**config.mk**
```make
export PLATFORM = sky130hd
export DESIGN_NAME = dnn_norm_stream_flat
export DESIGN_NICKNAME = d
export VERILOG_FILES = /design/src/rtl/dnn_norm_pkg.sv /design/src/rtl/dnn_norm_stream_if.sv /design/src/rtl/dnn_norm_coef_rf.sv /design/src/rtl/dnn_norm_stream.sv /design/src/flat_wrapper.sv
export SDC_FILE = /design/constraint.sdc
export NUM_CORES = 2
export LEC_CHECK = 0
export ABC_AREA = 1
export ABC_CLOCK_PERIOD_IN_PS = 6100
export CAP_MARGIN = 25
export CORE_MARGIN = 2
export CORE_UTILIZATION = 58
export DETAILED_ROUTE_END_ITERATION = 7
export HOLD_SLACK_MARGIN = 0.03
export PLACE_DENSITY = 0.78
export SYNTH_ARGS = -nofsm -noshare
export SYNTH_HDL_FRONTEND = slang
export SYNTH_SLANG_ARGS = --single-unit
```
**constraint.sdc**
```tcl
create_clock -name clk -period 6.1 [get_ports clk]
set_input_delay 1.22 -clock clk [delete_from_list [all_inputs] [get_ports clk]]
set_output_delay 1.22 -clock clk [all_outputs]
set_load 0.01 [all_outputs]
```
**src/rtl/dnn_norm_pkg.sv**
```systemverilog
// Shared defaults and constant helpers for the streaming feature normaliser.
package dnn_norm_pkg;
  localparam int DEF_IN_W    = 26;
  localparam int DEF_OUT_W   = 13;
  localparam int DEF_VEC_LEN = 12;
  localparam int DEF_COEF_W  = 16;
  localparam int DEF_SHIFT   = 14;
  localparam int DEF_IDX_W   = 8;

  function automatic longint clip_hi(input int out_w);
    return (64'sd1 <<< (out_w - 1)) - 64'sd1;
  endfunction

  function automatic longint clip_lo(input int out_w);
    return -(64'sd1 <<< (out_w - 1));
  endfunction

  // Half-LSB of the scaled product, added before the arithmetic shift (round half up).
  function automatic longint rnd_const(input int shift);
    return 64'sd1 <<< (shift - 1);
  endfunction
endpackage

```
**src/rtl/dnn_norm_stream_if.sv**
```systemverilog
// Sample stream, coefficient write port and status outputs of the normaliser.
interface dnn_norm_stream_if
  import dnn_norm_pkg::*;
#(
  parameter int IN_W   = DEF_IN_W,
  parameter int OUT_W  = DEF_OUT_W,
  parameter int COEF_W = DEF_COEF_W,
  parameter int IDX_W  = DEF_IDX_W
);
  logic                     dv_i;
  logic signed [IN_W-1:0]   vec_i;
  logic                     mode_i;
  logic                     coef_we_i;
  logic [IDX_W-1:0]         coef_addr_i;
  logic signed [IN_W-1:0]   coef_mean_i;
  logic signed [COEF_W-1:0] coef_scale_i;
  logic                     dv_o;
  logic signed [OUT_W-1:0]  vec_o;
  logic [IDX_W-1:0]         index_o;
  logic                     last_o;
  logic                     sat_o;
  logic                     partial_o;

  modport master (
    output dv_i, vec_i, mode_i, coef_we_i, coef_addr_i, coef_mean_i, coef_scale_i,
    input  dv_o, vec_o, index_o, last_o, sat_o, partial_o
  );
  modport slave (
    input  dv_i, vec_i, mode_i, coef_we_i, coef_addr_i, coef_mean_i, coef_scale_i,
    output dv_o, vec_o, index_o, last_o, sat_o, partial_o
  );
endinterface

```
**src/rtl/dnn_norm_coef_rf.sv**
```systemverilog
// Per-index {mean, scale} register file: one write port, one combinational read port.
module dnn_norm_coef_rf
  import dnn_norm_pkg::*;
#(
  parameter int VEC_LEN = DEF_VEC_LEN,
  parameter int IN_W    = DEF_IN_W,
  parameter int COEF_W  = DEF_COEF_W,
  parameter int SHIFT   = DEF_SHIFT,
  parameter int IDX_W   = DEF_IDX_W
) (
  input  logic                     clk,
  input  logic                     rst_n,
  input  logic                     we,
  input  logic [IDX_W-1:0]         waddr,
  input  logic signed [IN_W-1:0]   wmean,
  input  logic signed [COEF_W-1:0] wscale,
  input  logic [IDX_W-1:0]         raddr,
  output logic signed [IN_W-1:0]   rmean,
  output logic signed [COEF_W-1:0] rscale
);
  localparam int EW = IN_W + COEF_W;
  // Identity entry: mean 0 in the upper field, unity scale in the lower field.
  localparam logic [EW-1:0] RST_ENT = EW'(1) << SHIFT;

  logic [VEC_LEN-1:0][EW-1:0] rf_q;
  logic [EW-1:0]              rd_ent;

  // Addresses at or beyond VEC_LEN match no entry, so such writes drop out.
  always_ff @(posedge clk or negedge rst_n) begin
    if (!rst_n) begin
      for (int i = 0; i < VEC_LEN; i++) rf_q[i] <= RST_ENT;
    end else if (we) begin
      for (int i = 0; i < VEC_LEN; i++)
        if (waddr == IDX_W'(i)) rf_q[i] <= {wmean, wscale};
    end
  end

  always_comb begin
    rd_ent = '0;
    for (int i = 0; i < VEC_LEN; i++)
      if (raddr == IDX_W'(i)) rd_ent = rf_q[i];
  end

  assign rmean  = $signed(rd_ent[COEF_W +: IN_W]);
  assign rscale = $signed(rd_ent[COEF_W-1:0]);
endmodule

```
**src/rtl/dnn_norm_stream.sv**
```systemverilog
// Streaming per-element normaliser: index counter, 3-stage subtract/multiply/round-clip
// datapath, and frame flags (last, sat, partial).
module dnn_norm_stream
  import dnn_norm_pkg::*;
#(
  parameter int IN_W    = DEF_IN_W,
  parameter int OUT_W   = DEF_OUT_W,
  parameter int VEC_LEN = DEF_VEC_LEN,
  parameter int COEF_W  = DEF_COEF_W,
  parameter int SHIFT   = DEF_SHIFT,
  parameter int IDX_W   = DEF_IDX_W
) (
  input logic             clk,
  input logic             rst_n,
  dnn_norm_stream_if.slave bus
);
  localparam int STAGES = 3;
  localparam int DW     = IN_W + 1;
  localparam int PW     = IN_W + 1 + COEF_W;
  localparam logic signed [PW-1:0]     RND      = PW'(rnd_const(SHIFT));
  localparam logic signed [PW-1:0]     HI       = PW'(clip_hi(OUT_W));
  localparam logic signed [PW-1:0]     LO       = PW'(clip_lo(OUT_W));
  localparam logic [IDX_W-1:0]         LAST_IDX = IDX_W'(VEC_LEN - 1);
  localparam logic signed [COEF_W-1:0] UNITY    = COEF_W'(1) << SHIFT;

  logic [IDX_W-1:0]         idx_q;
  logic [STAGES:0]          vld_pipe;
  logic signed [IN_W-1:0]   rf_mean, mean_s;
  logic signed [COEF_W-1:0] rf_scale, scale_s;

  logic signed [DW-1:0]     diff_q;
  logic signed [COEF_W-1:0] scale_q;
  logic [IDX_W-1:0]         idx1_q, idx2_q;
  logic signed [PW-1:0]     prod_q;

  logic signed [PW-1:0]     sum_c, shr_c;
  logic                     over_c, under_c;
  logic signed [OUT_W-1:0]  clip_c;

  logic signed [OUT_W-1:0]  vec_q;
  logic [IDX_W-1:0]         index_q;
  logic                     last_q, sat_q;

  dnn_norm_coef_rf #(
    .VEC_LEN(VEC_LEN), .IN_W(IN_W), .COEF_W(COEF_W), .SHIFT(SHIFT), .IDX_W(IDX_W)
  ) u_coef_rf (
    .clk    (clk),
    .rst_n  (rst_n),
    .we     (bus.coef_we_i),
    .waddr  (bus.coef_addr_i),
    .wmean  (bus.coef_mean_i),
    .wscale (bus.coef_scale_i),
    .raddr  (idx_q),
    .rmean  (rf_mean),
    .rscale (rf_scale)
  );

  // Any idle cycle mid-frame aborts the frame; the counter restarts at 0.
  always_ff @(posedge clk or negedge rst_n) begin
    if (!rst_n)                          idx_q <= '0;
    else if (bus.dv_i && idx_q != LAST_IDX) idx_q <= idx_q + 1'b1;
    else                                 idx_q <= '0;
  end

  assign bus.partial_o = ~bus.dv_i & (idx_q != '0);

  // Bypass behaves as identity coefficients, selected per sample.
  assign mean_s  = bus.mode_i ? rf_mean  : '0;
  assign scale_s = bus.mode_i ? rf_scale : UNITY;
  assign vld_pipe[0] = bus.dv_i;

  always_ff @(posedge clk or negedge rst_n) begin
    if (!rst_n) begin
      vld_pipe[STAGES:1] <= '0;
      diff_q  <= '0;
      scale_q <= '0;
      idx1_q  <= '0;
      prod_q  <= '0;
      idx2_q  <= '0;
    end else begin
      vld_pipe[STAGES:1] <= vld_pipe[STAGES-1:0];
      if (vld_pipe[0]) begin
        diff_q  <= {bus.vec_i[IN_W-1], bus.vec_i} - {mean_s[IN_W-1], mean_s};
        scale_q <= scale_s;
        idx1_q  <= idx_q;
      end
      if (vld_pipe[1]) begin
        prod_q <= {{COEF_W{diff_q[DW-1]}}, diff_q} * {{DW{scale_q[COEF_W-1]}}, scale_q};
        idx2_q <= idx1_q;
      end
    end
  end

  always_comb begin
    sum_c   = prod_q + RND;
    shr_c   = sum_c >>> SHIFT;
    over_c  = shr_c > HI;
    under_c = shr_c < LO;
    clip_c  = shr_c[OUT_W-1:0];
    if (over_c)  clip_c = HI[OUT_W-1:0];
    if (under_c) clip_c = LO[OUT_W-1:0];
  end

  // vec_o holds between samples; the side-band flags fall to 0.
  always_ff @(posedge clk or negedge rst_n) begin
    if (!rst_n) begin
      vec_q   <= '0;
      index_q <= '0;
      last_q  <= 1'b0;
      sat_q   <= 1'b0;
    end else begin
      if (vld_pipe[2]) vec_q <= clip_c;
      index_q <= vld_pipe[2] ? idx2_q : '0;
      last_q  <= vld_pipe[2] & (idx2_q == LAST_IDX);
      sat_q   <= vld_pipe[2] & (over_c | under_c);
    end
  end

  assign bus.dv_o    = vld_pipe[STAGES];
  assign bus.vec_o   = vec_q;
  assign bus.index_o = index_q;
  assign bus.last_o  = last_q;
  assign bus.sat_o   = sat_q;
endmodule

```
**src/flat_wrapper.sv**
```systemverilog
// flat-port wrapper written by rule: the top's interface ports become plain ports
module dnn_norm_stream_flat import dnn_norm_pkg::*;
#(
  parameter int IN_W    = DEF_IN_W,
  parameter int OUT_W   = DEF_OUT_W,
  parameter int VEC_LEN = DEF_VEC_LEN,
  parameter int COEF_W  = DEF_COEF_W,
  parameter int SHIFT   = DEF_SHIFT,
  parameter int IDX_W   = DEF_IDX_W
)
  (clk, rst_n, bus_dv_i, bus_vec_i, bus_mode_i, bus_coef_we_i, bus_coef_addr_i, bus_coef_mean_i, bus_coef_scale_i, bus_dv_o, bus_vec_o, bus_index_o, bus_last_o, bus_sat_o, bus_partial_o);
  dnn_norm_stream_if #(.IN_W(IN_W), .OUT_W(OUT_W), .COEF_W(COEF_W), .IDX_W(IDX_W)) bus_i ();
  input logic clk;
  input logic rst_n;
  input wire logic [$bits(bus_i.dv_i)-1:0] bus_dv_i;
  input wire logic [$bits(bus_i.vec_i)-1:0] bus_vec_i;
  input wire logic [$bits(bus_i.mode_i)-1:0] bus_mode_i;
  input wire logic [$bits(bus_i.coef_we_i)-1:0] bus_coef_we_i;
  input wire logic [$bits(bus_i.coef_addr_i)-1:0] bus_coef_addr_i;
  input wire logic [$bits(bus_i.coef_mean_i)-1:0] bus_coef_mean_i;
  input wire logic [$bits(bus_i.coef_scale_i)-1:0] bus_coef_scale_i;
  output wire logic [$bits(bus_i.dv_o)-1:0] bus_dv_o;
  output wire logic [$bits(bus_i.vec_o)-1:0] bus_vec_o;
  output wire logic [$bits(bus_i.index_o)-1:0] bus_index_o;
  output wire logic [$bits(bus_i.last_o)-1:0] bus_last_o;
  output wire logic [$bits(bus_i.sat_o)-1:0] bus_sat_o;
  output wire logic [$bits(bus_i.partial_o)-1:0] bus_partial_o;
  assign bus_i.dv_i = bus_dv_i;
  assign bus_i.vec_i = bus_vec_i;
  assign bus_i.mode_i = bus_mode_i;
  assign bus_i.coef_we_i = bus_coef_we_i;
  assign bus_i.coef_addr_i = bus_coef_addr_i;
  assign bus_i.coef_mean_i = bus_coef_mean_i;
  assign bus_i.coef_scale_i = bus_coef_scale_i;
  assign bus_dv_o = bus_i.dv_o;
  assign bus_vec_o = bus_i.vec_o;
  assign bus_index_o = bus_i.index_o;
  assign bus_last_o = bus_i.last_o;
  assign bus_sat_o = bus_i.sat_o;
  assign bus_partial_o = bus_i.partial_o;
  dnn_norm_stream #(.IN_W(IN_W), .OUT_W(OUT_W), .VEC_LEN(VEC_LEN), .COEF_W(COEF_W), .SHIFT(SHIFT), .IDX_W(IDX_W)) u_core (.clk(clk), .rst_n(rst_n), .bus(bus_i));
endmodule
```
### Yosys cells after proc, flatten, opt, wreduce, memory -nomap -nowiden

Cells that the tools add are included.

* register bits: 640
* input port bits: 81
* output and inout port bits: 25
* logic and storage cells: 92

* $add $sub $neg: 3
* $mul: 1
* $lt $le $gt $ge: 2
* equality and inequality tests: 24
* mux-type cells: 18
* bitwise logic cells: 5
* reduce and logical (&&, ||, !) cells: 16

Operators by type and width (count)
* 2-to-1 mux 42 bit: 12
* == test 8 x 4 -> 1 bit, second input constant: 9
* == test 8 x 3 -> 1 bit, second input constant: 8
* adder 43 x 15 -> 43 bit, second input constant: 1
* multiplier 27 x 16 -> 43 bit: 1
* == test 8 x 2 -> 1 bit, second input constant: 4
* > comparator 29 x 13 -> 1 bit, second input constant: 1
* less-than comparator 29 x 13 -> 1 bit, second input constant: 1
* subtractor 26 x 26 -> 27 bit: 1
* 2-to-1 mux 13 bit: 2
* 2-to-1 mux 26 bit: 1
* AND reduction 2 bit: 12
* == test 8 x 1 -> 1 bit, second input constant: 2
* zero test 8 bit: 2
* 2-to-1 mux 16 bit: 1
* 2-to-1 mux 8 bit: 2
* adder 8 x 1 -> 8 bit, second input constant: 1
* != test 8 x 4 -> 1 bit, second input constant: 1
* nonzero test 8 bit: 1
* bitwise AND 1 bit: 3
* logical AND 1 bit: 1
* inverter 1 bit: 1
* OR 1 bit: 1

### Longest topological paths before layout

* word-level depth: 15
* depth in mapped cells: 30

### By module

A second synthesis with hierarchy kept.

* cell total of the unflattened synthesis: 5873
* area, all modules: 46293.1 um^2

Modules (own cells, without submodules)
* dnn_norm_stream: instances 1, cells an instance 3172, area an instance 23438.7 um^2, seq. area each 3078.0 um^2
* dnn_norm_coef_rf: instances 1, cells an instance 2701, area an instance 22854.4 um^2, seq. area each 12627.1 um^2

### Least setup slack after synthesis

Ideal clock, no wire load.

* kind: reg-to-reg
* start point: register u_core.scale_q[4]
* end point: register u_core.prod_q[42]
* setup time: 0.118 ns
* arrival: 6.031 ns
* data required time: 5.982 ns
* slack: -0.049 ns
* stages on the path, launching flop included: 25
* path buffers: 2
* clock period less this slack: 6.149 ns
* cell sequence: dfrtp_1 > clkbuf_1 > buf_1 > nand2_1 > fa_1 > inv_1 > fa_1 > inv_1 > fa_1 > inv_1 > fa_1 > fa_1 > inv_1 > fa_1 > inv_1 > ha_1 > inv_1 > nor3_1 > inv_1 > nor2_1 > a2111oi_0 > nand4_1 > or2_2 > nand3_1 > nand2_1

* longest elaborated chain between the ends: 1

Ends and longest elaborated chain
* start: declaration: line dnn_norm_stream.sv:32 `logic signed [COEF_W-1:0] scale_q;`
* start signal: assignment: line dnn_norm_stream.sv:84 `scale_q <= scale_s;`
* multiplier 27 x 16 -> 43 bit: line dnn_norm_stream.sv:88 `prod_q <= {{COEF_W{diff_q[DW-1]}}, diff_q} * {{DW{scale_q[COEF_W-1]}}, scale_q};`
* end signal: assignment: line dnn_norm_stream.sv:88
* end: declaration: line dnn_norm_stream.sv:34 `logic signed [PW-1:0] prod_q;`

No other way between the ends.
A chain may end at the register's enable or synchronous reset.

### Worst setup path in the final report

* start point: register u_core.diff_q[7]
* end point: register u_core.prod_q[29]

* longest elaborated chain between the ends: 1

Ends and longest elaborated chain
* start: declaration: line dnn_norm_stream.sv:31 `logic signed [DW-1:0] diff_q;`
* start signal: assignment: line dnn_norm_stream.sv:83 `diff_q <= {bus.vec_i[IN_W-1], bus.vec_i} - {mean_s[IN_W-1], mean_s};`
* multiplier 27 x 16 -> 43 bit: line dnn_norm_stream.sv:88

No other way between the ends.

==> results.py <==
metrics = {
    "cts": {
        "worstSkewPairLatency_ps": 630,
        "cts_buffer_depth": 3,
        "cts_made_buffers": 70,
        "cts_sinks": 627,
        "cts_htree_levels": 3,
        "cts_tree": "done",
        "clock-root-buffer": "clkbuf_16",
        "clk_pin_slew_ps": 60,
    },
    "yosys": {
        "synthesis.area_sq_mm": 0.0458,
        "synthCells": 5854,
        "synth_ff_type": "dfrtp_1",
        "synthesis.nets": 6483,
        "yosys_warnings": 0,
        "yosysSeqAreaShare_pct": 34.3,
        "synth_edf_count": 0,
        "ys_ff_latch": 627,
        "syn_area_per_cell_sq_um": 7.82,
        "yosysUniqueCellTypes": 52,
        "async_flop_share_pct": 100,
    },
    "detailed_routing": {
        "dr.pass1.iters": 6,
        "drt_wl_total_um": 125000,
        "wire_per_inst_um": 17.8,
        "via_per_inst": 5.54,
        "antenna_left": 0,
        "drc": 0,
        "vias": 38663,
        "dr.first_iter.drc_count": 3515,
    },
    "global_routing": {
        "grt_pass1_wl_um": 205000,
        "grt.overflow.total": 0,
        "grt_max_degree": 164,
        "antenna_found_initial": 1,
        "track_usage_pct": 31.4,
        "grt_pass1_vias": 38861,
    },
    "power": {
        "p_total_mw": 16.2,
        "ir_drop_mv": 0.238,
        "leakage_nw": 26.5,
        "p_per_area_mw_per_mm2": 317,
    },
    "flow_run": {
        "cap_violations": 0,
    },
    "status": {
        "outcome": "completed",
    },
    "sta": {
        "hold_viol": 0,
        "fin_crit_ps": 5890,
        "finalSetupTns_ps": 0,
        "skew_ps": 35.8,
        "max_freq_mhz": 170,
        "rsz0062_at_grt": "true",
        "slew_viol_final": 0,
        "fin_ws_ps": 209,
        "finalCritPeriodShare_pct": 96.6,
        "worstMarginPinSlew_ps": 933,
        "relSlewSlack_pct": 37.8,
        "report.final.setup_viol": 0,
    },
    "worst_setup_path": {
        "required_ps": 6590,
        "path_max_fanout": 5,
        "worst_ep_arrival_time_ps": 6380,
        "cp-start-kind": "flip-flop",
        "worstSetupPathType": "reg -> reg",
        "cp-end-kind": "flip-flop",
    },
    "cells_and_area": {
        "final_cells": 6982,
        "areaGrowthSynthToFinish_pct": 11.7,
        "antenna_cells": 0,
        "layout_commonest_cell": "nand2_1",
        "final_core_utilization_pct": 65.1,
        "final_cell_mix": "nand2_1 (1,701), inv_1 (860), o21ai_0 (613)",
        "drive_above_1_share_pct": 7.67,
        "nets": 6507,
    },
    "floorplanning": {
        "dieHeight_um": 285,
        "coreArea_sq_mm": 0.0786,
        "die_w_um": 285,
        "initial_core_util_pct": 58.2,
        "ioPinCount": 106,
        "num_rows": 103,
        "die_area_sq_mm": 0.0812,
    },
    "place": {
        "numPlacedInstances": 6850,
        "dp_slack_ps": 45.2,
        "routabilityCongestion": 0.993,
        "dpl.hpwl_um": 93000,
        "io_buffers": 105,
    },
    "worst_hold_path": {
        "hold_path_class": "reg -> reg",
    },
}
[through the flow]
stage / cell area (sq um) / hold WS [ps]
final: 51100 / 474
after global routing: 51100 / 494
after CTS: 50900 / 479
after detailed placement: 48600 / 462
after global placement: 48600 / 448
after floorplan: 45800 / 352
[final cells by class]
type,count,area [sq um]
clock inverters,25,292
flip-flops and latches,627,15700
repair buffers,313,2910
clock buffers,101,2010
fillers,6600,27500
multi-input cells,3996,25600
inverters,870,3270
well taps,1050,1310
[flip-flops by register name, indices dropped and copies added, names as in the netlist]
register and flops:
u_core.bus.index_o 8, u_core.idx2_q 8, u_core.bus.vec_o 13, u_core.bus.last_o 1
u_core.u_coef_rf.rf_q 504, u_core.diff_q 27, u_core.prod_q 30, u_core.idx1_q 8
u_core.scale_q 16, u_core.bus.sat_o 1, u_core.vld_pipe 2, u_core.bus.dv_o 1
u_core.idx_q 8
[metal layers]
layer,GRT usage (%),part of all wire [%],wire length (um),up-vias
li1,-,-,-,18094
met1,42.2,41,51200,18803
met2,52.1,48,59700,1491
met3,5.01,7.4,9220,273
met4,10.8,3.5,4400,2
met5,0,0.0080,10,-
[critical path, stage by stage, from the launching register on]
cell,delay [ps]
dfrtp_2,440
clkbuf_4,210
nand2_1,80
fa_1,540
inv_1,50
fa_1,500
inv_1,60
fa_1,540
inv_1,60
fa_1,480
fa_1,500
inv_1,50
fa_1,490
inv_1,40
ha_1,300
a21oi_1,200
o21ai_0,130
a21boi_1,160
nand2_1,120
a21oi_2,170
inv_1,60
nand3_1,60
nand2_1,60
or2_2,270
nand3_1,120
o21ai_0,100
[kinds of logic after synthesis]
logic type,Yosys count,synth area share [%]
AO/OA/AOI/OAI,975,11.3
XOR/XNOR,57,1.11
adder cells (fa/ha/maj),548,21.8
buffers and inverters,1231,10.2
flip-flops,627,34.3
AND/OR/NAND/NOR,2416,21.3
[synthesized netlist by cell type, types with 19 or more instances]
cell type | number | area, sq um
xnor2_1 | 28 | 245
nand3_1 | 228 | 1140
or2_2 | 41 | 257
nor3_1 | 26 | 130
a21oi_1 | 222 | 1110
xor2_1 | 28 | 245
buf_2 | 33 | 165
nand2_1 | 1715 | 6440
nor2_1 | 332 | 1250
ha_1 | 132 | 1650
dfrtp_1 | 615 | 15400
clkbuf_1 | 301 | 1130
nand4_1 | 28 | 175
buf_1 | 23 | 86.3
fa_1 | 416 | 8330
o21ai_1 | 24 | 120
o21ai_0 | 617 | 3090
o211ai_1 | 48 | 360
a21o_1 | 19 | 143
inv_1 | 860 | 3230
[report_power, final]
| group | internal, mW | switching [mW] | total [mW] | leakage [nW] |
|---|---|---|---|---|
| clock | 2.44 | 1.76 | 4.21 | 1.13 |
| sequential | 4.53 | 0.407 | 4.94 | 8.47 |
| combinational | 2.85 | 4.20 | 7.06 | 16.9 |
| total | 9.82 | 6.38 | 16.2 | 26.5 |
[repair_timing]
item	CTS	global route
setup buffers	0	6
setup endpoints to repair	0	21
hold buffers	0	0
resized for setup	0	49
[final timing paths]
path / from / endpoint / slack (ps) / depth (start not counted)
min in group asynchronous: rst_n / u_core.idx2_q[0]$_DFFE_PN0P_ / 620 / 1
hold / removal: u_core.idx1_q[6]$_DFFE_PN0P_ / u_core.idx1_q[6]$_DFFE_PN0P_ / 470 / 2
hold reg to reg: u_core.idx1_q[6]$_DFFE_PN0P_ / u_core.idx1_q[6]$_DFFE_PN0P_ / 470 / 2
setup reg to reg: u_core.diff_q[7]$_DFFE_PN0P_ / u_core.prod_q[29]$_DFFE_PN0P_ / 210 / 25
max in group asynchronous: rst_n / u_core.u_coef_rf.rf_q[25]$_DFFE_PN0P_ / 4070 / 2
setup / recovery: u_core.diff_q[7]$_DFFE_PN0P_ / u_core.prod_q[29]$_DFFE_PN0P_ / 210 / 25
No activity file was read; power rests on OpenSTA's default activity.
